File: config.mk
export PLATFORM = sky130hd
export DESIGN_NAME = pipelined_align_shifter
export DESIGN_NICKNAME = d
export VERILOG_FILES = /design/src/rtl/pipelined_align_shifter.sv
export SDC_FILE = /design/constraint.sdc
export NUM_CORES = 1
export LEC_CHECK = 0
export CAP_MARGIN = 20
export CORE_MARGIN = 5
export CORE_UTILIZATION = 40
export DETAILED_ROUTE_END_ITERATION = 16
export PLACE_DENSITY = 0.61
export SLEW_MARGIN = 20
export SYNTH_ARGS = -nofsm -noshare
export SYNTH_HDL_FRONTEND = slang
export SYNTH_SLANG_ARGS = --single-unit
File: constraint.sdc
create_clock -name clk_in -period 5.1 [get_ports clk_in]
set_input_delay 1.53 -clock clk_in [delete_from_list [all_inputs] [get_ports clk_in]]
set_output_delay 1.53 -clock clk_in [all_outputs]
set_load 0.02 [all_outputs]
File: src/rtl/pipelined_align_shifter.sv
// rtl/pipelined_align_shifter.sv - pipelined multi-mode barrel shifter with sticky/overflow and tag sideband
// One power-of-two shift level per stage; a single global stall holds every stage when the output is blocked.
module pipelined_align_shifter #(
  parameter int WIDTH     = 16,
  parameter int AMT_WIDTH = 8,
  parameter int TAG_WIDTH = 8
) (
  input  logic                 clk_in,
  input  logic                 rst_n_in,
  input  logic                 valid_in,
  output logic                 ready_out,
  input  logic [WIDTH-1:0]     data_in,
  input  logic [AMT_WIDTH-1:0] amount_in,
  input  logic [1:0]           mode_in,
  input  logic [TAG_WIDTH-1:0] tag_in,
  output logic                 valid_out,
  input  logic                 ready_in,
  output logic [WIDTH-1:0]     data_out,
  output logic                 sticky_out,
  output logic                 overflow_out,
  output logic [TAG_WIDTH-1:0] tag_out
);

  localparam int STAGES = $clog2(WIDTH);
  localparam logic [1:0] MODE_LSL = 2'b00;
  localparam logic [1:0] MODE_LSR = 2'b01;
  localparam logic [1:0] MODE_ASR = 2'b10;
  localparam logic [1:0] MODE_ROR = 2'b11;
  localparam logic [WIDTH-1:0] ONES = '1;

  logic                 st_valid  [STAGES];
  logic [WIDTH-1:0]     st_data   [STAGES];
  logic [STAGES-1:0]    st_amt    [STAGES];
  logic [1:0]           st_mode   [STAGES];
  logic                 st_fill   [STAGES];
  logic                 st_sticky [STAGES];
  logic                 st_ovf    [STAGES];
  logic [TAG_WIDTH-1:0] st_tag    [STAGES];

  logic                 src_valid  [STAGES];
  logic [WIDTH-1:0]     src_data   [STAGES];
  logic [STAGES-1:0]    src_amt    [STAGES];
  logic [1:0]           src_mode   [STAGES];
  logic                 src_fill   [STAGES];
  logic                 src_sticky [STAGES];
  logic                 src_ovf    [STAGES];
  logic [TAG_WIDTH-1:0] src_tag    [STAGES];

  logic [WIDTH-1:0]     nx_data    [STAGES];
  logic                 nx_sticky  [STAGES];
  logic                 nx_ovf     [STAGES];

  logic                 advance;
  logic                 amt_big;
  logic                 saturate;
  logic                 data_any;
  logic [WIDTH-1:0]     en_data;
  logic [STAGES-1:0]    en_amt;
  logic                 en_sticky;
  logic                 en_ovf;

  assign advance   = ready_in || !st_valid[STAGES-1];
  assign ready_out = advance;

  // Out-of-range amounts in the non-rotate modes are resolved entirely at entry,
  // so the stages only ever see an in-range amount.
  always_comb begin
    amt_big   = (amount_in >> STAGES) != '0;
    saturate  = amt_big && (mode_in != MODE_ROR);
    data_any  = |data_in;
    en_data   = data_in;
    en_amt    = amount_in[STAGES-1:0];
    en_sticky = 1'b0;
    en_ovf    = 1'b0;
    if (saturate) begin
      en_amt    = '0;
      en_data   = (mode_in == MODE_ASR) ? {WIDTH{data_in[WIDTH-1]}} : '0;
      en_sticky = (mode_in == MODE_LSR || mode_in == MODE_ASR) && data_any;
      en_ovf    = (mode_in == MODE_LSL) && data_any;
    end
  end

  always_comb begin
    src_valid[0]  = valid_in;
    src_data[0]   = en_data;
    src_amt[0]    = en_amt;
    src_mode[0]   = mode_in;
    src_fill[0]   = data_in[WIDTH-1];
    src_sticky[0] = en_sticky;
    src_ovf[0]    = en_ovf;
    src_tag[0]    = tag_in;
    for (int k = 1; k < STAGES; k++) begin
      src_valid[k]  = st_valid[k-1];
      src_data[k]   = st_data[k-1];
      src_amt[k]    = st_amt[k-1];
      src_mode[k]   = st_mode[k-1];
      src_fill[k]   = st_fill[k-1];
      src_sticky[k] = st_sticky[k-1];
      src_ovf[k]    = st_ovf[k-1];
      src_tag[k]    = st_tag[k-1];
    end
  end

  always_comb begin
    int               sh;
    logic [WIDTH-1:0] d;
    logic [WIDTH-1:0] low_mask;
    logic [WIDTH-1:0] high_mask;
    for (int k = 0; k < STAGES; k++) begin
      sh        = 1 << k;
      d         = src_data[k];
      low_mask  = ONES >> (WIDTH - sh);
      high_mask = ~(ONES >> sh);
      nx_data[k]   = d;
      nx_sticky[k] = src_sticky[k];
      nx_ovf[k]    = src_ovf[k];
      if (src_amt[k][k]) begin
        case (src_mode[k])
          MODE_LSL: begin
            nx_data[k] = d << sh;
            nx_ovf[k]  = src_ovf[k] | (|(d & high_mask));
          end
          MODE_LSR: begin
            nx_data[k]   = d >> sh;
            nx_sticky[k] = src_sticky[k] | (|(d & low_mask));
          end
          MODE_ASR: begin
            nx_data[k]   = (d >> sh) | (src_fill[k] ? high_mask : '0);
            nx_sticky[k] = src_sticky[k] | (|(d & low_mask));
          end
          default: begin
            nx_data[k] = (d >> sh) | (d << (WIDTH - sh));
          end
        endcase
      end
    end
  end

  always_ff @(posedge clk_in or negedge rst_n_in) begin
    if (!rst_n_in) begin
      for (int k = 0; k < STAGES; k++) begin
        st_valid[k]  <= 1'b0;
        st_data[k]   <= '0;
        st_amt[k]    <= '0;
        st_mode[k]   <= '0;
        st_fill[k]   <= 1'b0;
        st_sticky[k] <= 1'b0;
        st_ovf[k]    <= 1'b0;
        st_tag[k]    <= '0;
      end
    end else if (advance) begin
      for (int k = 0; k < STAGES; k++) begin
        st_valid[k]  <= src_valid[k];
        st_data[k]   <= nx_data[k];
        st_amt[k]    <= src_amt[k];
        st_mode[k]   <= src_mode[k];
        st_fill[k]   <= src_fill[k];
        st_sticky[k] <= nx_sticky[k];
        st_ovf[k]    <= nx_ovf[k];
        st_tag[k]    <= src_tag[k];
      end
    end
  end

  assign valid_out    = st_valid[STAGES-1];
  assign data_out     = st_data[STAGES-1];
  assign sticky_out   = st_sticky[STAGES-1];
  assign overflow_out = st_ovf[STAGES-1];
  assign tag_out      = st_tag[STAGES-1];

endmodule
Word level (Yosys, flattened, before mapping). Index checks and enable logic that the tools add are counted.

Register bits: 129. Bits in latches: 0. Bits in writable memories: 0. ROM bits: 0. Input bits: 38. Output and inout port bits: 28. Word-level logic and storage cells: 109. Memories kept: 0.

$add $sub $neg: 0. Multiply operators: 0. Div/mod/pow operators: 0. Order comparisons: 0. Eq/ne operators: 9. Shift-type cells: 0. Mux-type cells: 33. Bitwise logic cells: 16. Reduce and logical (&&, ||, !) cells: 22.

Operators with widths (count): one-hot mux 16 bit (3 select lines) (4); 2-to-1 mux 16 bit (10); OR 12 x 16 -> 16 bit (2); OR 14 x 16 -> 16 bit (2); OR 15 x 16 -> 16 bit (2); OR 8 x 16 -> 16 bit (2); 2-to-1 mux 1 bit (18); OR reduction 16 bit (1); OR reduction 8 bit (2); OR reduction 2 bit (6); equality test 2 x 1 -> 1 bit, second input constant (4); equality test 2 bit, second input constant (4); logical NOT 2 bit (4); OR 1 bit (8); nonzero test 8 bit (1); OR reduction 4 bit (2); 2-to-1 mux 4 bit (1); logical AND 1 bit (3); logical OR 1 bit (2); != test 2 bit, second input constant (1); logical NOT 1 bit (1).

Longest topological paths before layout. Gate-level depths: netlist (run 1).

Depth after elaboration: 7. Depth in mapped cells: 8. Gate-level depth less buffers: 6.

Worst setup path after synthesis (run 1). OpenSTA, ideal clock, no wires.

Path type: in2out. From: input ready_in. To: output ready_out. Arrival: 2.342 ns. Required time: 3.570 ns. Path slack: 1.228 ns. Cell stages on the path: 5. Buffers on the path: 3. Cell sequence: nor2b_1 clkbuf_1 inv_1 buf_2 buf_1.

Longest elaborated chain between the ends: 1.

RTL lines: from (decl) (RTL line 17) `input logic ready_in,`; logical OR 1 bit (RTL line 62) `assign advance = ready_in || !st_valid[STAGES-1];`; to (decl) (RTL line 11) `output logic ready_out,`.

Every way passes these cells.

Final worst setup path (run 1). Same ends and word-level chain as after synthesis.

==> results by group, run 1 <==
Status
  • Run status: completed

Power and ir drop
  • Switch Pwr: 1.59 mW
  • Clk pwr share: 30.5%
  • Power per standard cell area: 611 nW/µm²
  • Leakage power summed over all cells: 3.28 nW
  • Switching share of power: 35.3%
  • Sequential group share of total power: about two fifths
  • Combinational share of power: 30.7%
  • Worst voltage drop across the vdd grid: 442 µV
  • Internal power consumption: 2.91 mW

Finish
  • Nets@finish: roughly 770
  • N_diodes: 0
  • P&R area growth vs syn: 23.6%
  • Fraction of final layout cells sized beyond drive strength 1: 7.46%
  • Final design utilization: between 50 and 60%
  • Post-route insts no fill: 908
  • Number of fillers in the final layout: 1,362

Clock tree
  • Worst-skew pair later-pin latency: just over 0.4 ns
  • Clock transition at the registers of the reported paths: roughly 0.050 ns
  • Clock tree from TritonCTS: done
  • Buffers inserted by post-CTS timing repair: 0
  • Clock tree buffer depth: 2
  • Number of buffers inserted by hold repair at cts: 0
  • Number of clock sinks: 123
  • Post-cts resize count: 0
  • Deepest level of the CTS H-tree: 4
  • Root buffer cell: clkbuf_16
  • Inserted Clock Buffers: 17

Die
  • Die Y-Extent: 132 µm
  • Top-level port count: 66
  • Starting Density: 40.8%
  • Die area: 17,400 µm²
  • Core area: about 15,000 µm²
  • Cell Rows: 44
  • Die X: about 130 µm

Global route
  • First-pass GRT wire length: 24.0 mm
  • Met1 global-route usage: 22.2%
  • Maximum number of pins on one net before global-route repair: 102
  • Met3 demand-to-capacity share in global routing: 4.20%
  • Via count of the first global-routing pass: approximately 4,800
  • Gr busiest metal: met2
  • Total routing usage reported by global routing: around 17%
  • Initial antenna violation count: 0
  • Met2 demand-to-capacity share in global routing: between 20% and 30%
  • Remaining global-route overflow: 0

Critical path
  • Endpoint kind of the worst setup timing path: output port
  • Max Fanout on Critical Path: 2
  • Critical path arrival: between 2 and 3 ns
  • Worst stage delay on the critical path: 0.59 ns
  • Path depth of the worst reg2reg path: 6
  • Cells traversed along the worst timing path: clkdlybuf4s50_1 > nor2b_4 > inv_2 > clkdlybuf4s50_1
  • Library cell contributing the largest single delay on the critical path: clkdlybuf4s50_1
  • Worst path most repeated cell: clkdlybuf4s50_1
  • CP Data Required Time: 3.57 ns
  • Kind of launch point of the worst setup path: input port
  • Worst setup path category: in -> out

Logic synthesis
  • Top cells by area in the synthesized netlist: dfrtp_1, nand2_1, o21ai_0, a221oi_1, ha_1
  • Proportion of register bits with asynchronous set or reset after synthesis: 100%
  • #FFs+latches synth: 123
  • Post-Synthesis Cell Area: 5950 µm²
  • Number of enable flip-flop cells after synthesis: 0
  • Mean Syn Cell Area: 8.87 µm²
  • Number of instances in the synthesized netlist: 671
  • Top flip-flop cell by instance count after synthesis: dfrtp_1
  • Share of the yosys chip area belonging to registers: 51.7%
  • Post-synth net total: a little over 700
  • Area share of the largest cell type after synthesis: 51.7%
  • Total of warnings raised by yosys: 0
  • Unique masters post-synth: between 40 and 50
  • Area leader, netlist: dfrtp_1

Place
  • Cell total after placement: 876
  • Number of buffers inserted by port buffering: 65
  • Final estimated routing congestion in global placement: 0.853
  • Half-perimeter wire length after placement: between 9 and 10 mm

Detailed routing
  • Per-cell routed wire length: approximately 15 µm
  • Routed via count: slightly below 5,000
  • Iteration-0 DRC Markers: 341
  • Final WL: 14.1 mm
  • Count of nets left with antenna violations after detail routing: 0
  • Via count normalized by instance count: approximately 5.5
  • First-pass DRT Iterations: 5
  • Number of remaining DRC errors: 0

Worst hold path
  • Worst hold stages: 2
  • Path class of the lowest-slack min-delay path: reg -> reg

STA
  • Sum of negative setup slack: 0 ns
  • # setup viols final: 0
  • Fin crit share: 83.4%
  • Highest clock rate: 235 MHz
  • Slew of the pin with the lowest slew margin: 0.926 ns
  • Max-Slew Margin vs Limit: 38.3%
  • Setup Skew: between 0.006 and 0.007 ns
  • Setup repair after global routing missed its margin: no
  • Slew Viols, Final: 0
  • Fin Hold WS: 0.463 ns
  • Number of hold violations in the final report: 0
  • Min Clock Period, post-route: 4.25 ns

Flow run
  • Number of maximum-capacitance constraint violations: 0
per-layer routing:
layer / share of wire, % / up-vias
li1: - / 2441
met1: 47 / 2315
met2: 45 / 181
met3: 4.9 / 29
met4: 2.6 / 0
met5: 0 / -
power groups by stage:
stage	clock network [mW]	registers, mW	logic [mW]
after floorplan	0	1.75	0.839
after detailed placement	0	1.75	1.39
final	1.37	1.74	1.38
after global placement	0	1.73	1.35
after global routing	1.45	1.80	1.55
after CTS	1.40	1.74	1.39
metrics by stage:
step	worst slack, ns	cell area (µm²)	total power [mW]
floorplan	1.23	5950	2.59
global placement	0.839	6680	3.09
detailed placement	0.845	6680	3.14
CTS	0.838	7360	4.53
global route	0.822	7360	4.80
finish	0.849	7360	4.50
cell usage after synthesis, types with 2 or more instances:
| cell type | instances |
|---|---|
| o21ai_0 | 71 |
| o211ai_1 | 2 |
| clkinv_1 | 2 |
| a22o_1 | 2 |
| inv_1 | 16 |
| or4_1 | 2 |
| o221ai_1 | 2 |
| or2_2 | 2 |
| a221oi_1 | 34 |
| and3_1 | 5 |
| nor4_1 | 10 |
| dfrtp_1 | 123 |
| a21oi_1 | 35 |
| o22ai_1 | 5 |
| clkbuf_1 | 36 |
| buf_1 | 6 |
| nand2_1 | 190 |
| buf_2 | 5 |
| a31oi_1 | 16 |
| mux2_2 | 2 |
| o31ai_1 | 12 |
| ha_1 | 16 |
| nor2b_1 | 11 |
| a221o_2 | 8 |
| nor2_1 | 33 |
| or3_1 | 4 |
| nand3_1 | 6 |
critical path, delay by kind of cell:
family | cells | cell delay (ns)
buffers and inverters | 3 | 1.14
AND/OR/NAND/NOR | 1 | 0.05
flip-flops by register name, summed over array words and instances, names as in the netlist, 6 cells and up:
name      cells
tag_out       8
src_tag      24
data_out     16
src_data     48
src_amt       6
src_mode      6
cell usage in the layout, fill, tap and decap left out, types with 5 or more instances in the layout:
cell type and count:
a21oi_1 35, a221o_2 8, a221oi_1 34, a31oi_1 16
and3_1 5, buf_4 6, bufinv_16 6, clkbuf_16 17
clkdlybuf4s50_1 64, dfrtp_1 123, ha_1 16, inv_1 15
nand2_1 190, nand3_1 6, nor2_1 33, nor2b_1 10
nor4_1 10, o21ai_0 71, o22ai_1 5, o31ai_1 12
area by class of cell:
type,instances,area (µm²),area share (%)
flip-flops and latches,123,3080,41.8
repair buffers,70,686,9.32
inverters,18,67.6,0.918
multi-input cells,481,2610,35.5
clock buffers,21,470,6.39
clock inverters,11,214,2.91
well taps,184,230,3.13
kinds of logic after synthesis:
family / share of synthesized area [%]
AND/OR/NAND/NOR: 19.2
flip-flops: 51.7
buffers and inverters: 4.52
AO/OA/AOI/OAI: 20.8
multiplexers: 0.378
adder cells (fa/ha/maj): 3.36
worst paths after layout:
path                       slack [ns]                    from                       end
max in group asynchronous        2.97                rst_n_in    src_tag[5]$_DFFE_PN0P_
hold / removal                   0.46  src_tag[0]$_DFFE_PN0P_    src_tag[0]$_DFFE_PN0P_
setup reg to reg                 2.53   valid_out$_DFFE_PN0P_  src_data[44]$_DFFE_PN0P_
min in group asynchronous        1.22                rst_n_in   src_data[2]$_DFFE_PN0P_
setup / recovery                 0.85                ready_in                 ready_out
hold reg to reg                  0.46  src_tag[0]$_DFFE_PN0P_    src_tag[0]$_DFFE_PN0P_
Power figures use the tool's default switching activity.
==> run 2: changes to the inputs <==
--- a/config.mk
+++ b/config.mk
@@ -9,7 +9,7 @@
 export CORE_MARGIN = 5
 export CORE_UTILIZATION = 40
 export DETAILED_ROUTE_END_ITERATION = 16
-export PLACE_DENSITY = 0.61
+export PLACE_DENSITY = 0.63
 export SLEW_MARGIN = 20
 export SYNTH_ARGS = -nofsm -noshare
 export SYNTH_HDL_FRONTEND = slang
==> constraint.sdc (replaced) <==
create_clock -name clk_in -period 3.53 [get_ports clk_in]
set_input_delay 1.059 -clock clk_in [delete_from_list [all_inputs] [get_ports clk_in]]
set_output_delay 1.059 -clock clk_in [all_outputs]
set_load 0.02 [all_outputs]
==> results by group, run 2 (same netlist as run 1, synthesis figures left out) <==
Clock tree
  • Buffers inserted by post-CTS timing repair: 0
  • Clock tree from TritonCTS: done
  • Deepest level of the CTS H-tree: 4
  • Clock tree buffer depth: 2
  • Root buffer cell: clkbuf_16
  • Post-cts resize count: 0
  • Clock transition at the registers of the reported paths: about 0.05 ns
  • Number of buffers inserted by hold repair at cts: 0
  • Number of clock sinks: roughly 120
  • Inserted Clock Buffers: 17
  • Worst-skew pair later-pin latency: 0.41 ns

Die
  • Core area: 14,600 µm²
  • Starting Density: 40.8%
  • Die area: roughly 17,000 µm²
  • Top-level port count: 66
  • Die Y-Extent: 132 µm
  • Die X: 132 µm
  • Cell Rows: 44

Power and ir drop
  • Power per standard cell area: approximately 850 nW/µm²
  • Worst voltage drop across the vdd grid: 460 µV
  • Leakage power summed over all cells: 3.24 nW

Finish
  • Number of fillers in the final layout: 1,375
  • Leading cell type in the layout, fill and taps excluded: nand2_1
  • Post-route insts no fill: 910
  • Reg area: 3080 µm²
  • Fraction of final layout cells sized beyond drive strength 1: 7.85%
  • Commonest non-fill, non-tap cells in the layout: nand2_1, dfrtp_1, o21ai_0
  • Nets@finish: 767
  • N_diodes: 0
  • Area used by multi-input combinational logic: 2610 µm²
  • Number of flip-flops under the largest register name: 48
  • P&R area growth vs syn: 22.6%

STA
  • Slew of the pin with the lowest slew margin: approximately 0.86 ns
  • Setup Skew: 0.0101 ns
  • Min Clock Period, post-route: 3.31 ns
  • Fin crit share: between 90% and 100%
  • Number of hold violations in the final report: 0
  • Slew Viols, Final: 0
  • Sum of negative setup slack: 0 ns
  • Highest clock rate: around 300 MHz
  • Setup repair after global routing missed its margin: no
  • # setup viols final: 0
  • Max-Slew Margin vs Limit: between 40% and 50%

Global route
  • Maximum number of pins on one net before global-route repair: between 90 and 100
  • Total routing usage reported by global routing: between 10% and 20%
  • First-pass GRT wire length: 23.5 mm
  • Via count of the first global-routing pass: 4,774
  • Remaining global-route overflow: 0
  • Initial antenna violation count: 0

Critical path
  • Worst setup path category: in -> out
  • Path depth of the worst reg2reg path: 6
  • Max Fanout on Critical Path: 2
  • CP Data Required Time: 2.47 ns
  • Worst path most repeated cell: clkdlybuf4s50_1
  • Startpoint of the worst register-to-register path: valid_out$_DFFE_PN0P_
  • R2r setup slk: 1.31 ns
  • Worst reg2reg endpoint: src_data[34]$_DFFE_PN0P_
  • Buffer and inverter count on the worst path: 3
  • Cells traversed along the worst timing path: clkdlybuf4s50_1 > nor2b_4 > inv_2 > clkdlybuf4s50_1
  • CP top delay family: buffers and inverters
  • Crit. Startpoint: ready_in
  • Critical path arrival: 2.25 ns
  • Library cell contributing the largest single delay on the critical path: clkdlybuf4s50_1
  • Path length in cells of the critical path: 4
  • Worst stage delay on the critical path: 0.59 ns
  • Kind of launch point of the worst setup path: input port
  • Endpoint kind of the worst setup timing path: output port

Detailed routing
  • Count of nets left with antenna violations after detail routing: 0
  • Final WL: 13.7 mm
  • Per-cell routed wire length: 15.0 µm
  • First-pass DRT Iterations: 5
  • Routed via count: 4,978
  • Iteration-0 DRC Markers: 316
  • Via count normalized by instance count: 5.47
  • Number of remaining DRC errors: 0

Place
  • Final estimated routing congestion in global placement: 0.820
  • Half-perimeter wire length after placement: 9.67 mm
  • Number of buffers inserted by port buffering: 65
  • Cell total after placement: 878

Worst hold path
  • Worst hold stages: 2
  • Startpoint of the tightest hold check path: tag_out[5]$_DFFE_PN0P_
  • Hold EP: tag_out[5]$_DFFE_PN0P_
  • Path class of the lowest-slack min-delay path: reg -> reg

Status
  • Run status: completed

Flow run
  • Number of maximum-capacitance constraint violations: 0
[run 2: per-layer routing]
metal	vias up	track usage [%]	part of all wire, %
li1	2445	-	-
met1	2326	21.7	46
met2	176	24.7	45
met3	31	4.12	5.3
met4	0	7.03	2.8
met5	-	0	0
[run 2: where the power goes]
part           switching, mW  internal (mW)
combinational           1.15          0.831
sequential             0.517           2.00
clock                  0.596           1.08
total                   2.26           3.90
[run 2: metrics by stage]
step                      util, %  hold WS, ns  power, mW  cell area, µm²  setup WS (ns)
after floorplan                 -        0.430       3.74            5950          0.600
after global placement       45.9        0.450       4.46            6700          0.206
after detailed placement     45.9        0.448       4.53            6700          0.218
after CTS                    50.0        0.468       6.23            7300          0.212
after global routing         50.0        0.477       6.60            7300          0.190
final                        50.0        0.464       6.17            7300          0.221
[run 2: how the worst max path moves through the flow]
stage / slack [ns] / endpoint
global placement: 0.21 / ready_out
global route: 0.19 / ready_out
floorplan: 0.60 / ready_out
finish: 0.22 / ready_out
CTS: 0.21 / ready_out
detailed placement: 0.22 / ready_out
[run 2: final cells by class]
cell class / count / area share, %
Clock buffer: 23 / 6.96
Clock inverter: 9 / 1.18
Inverter: 18 / 0.926
Multi-Input combinational cell: 481 / 35.8
Sequential cell: 123 / 42.2
Tap cell: 184 / 3.16
Timing Repair Buffer: 72 / 9.77
[run 2: worst register-to-register path, delay by kind of cell, from the launching register on]
family | cells | cell delay (ns)
buf+inv | 2 | 0.70
flops | 1 | 0.39
simple gates | 1 | 0.13
compound gates | 3 | 0.88
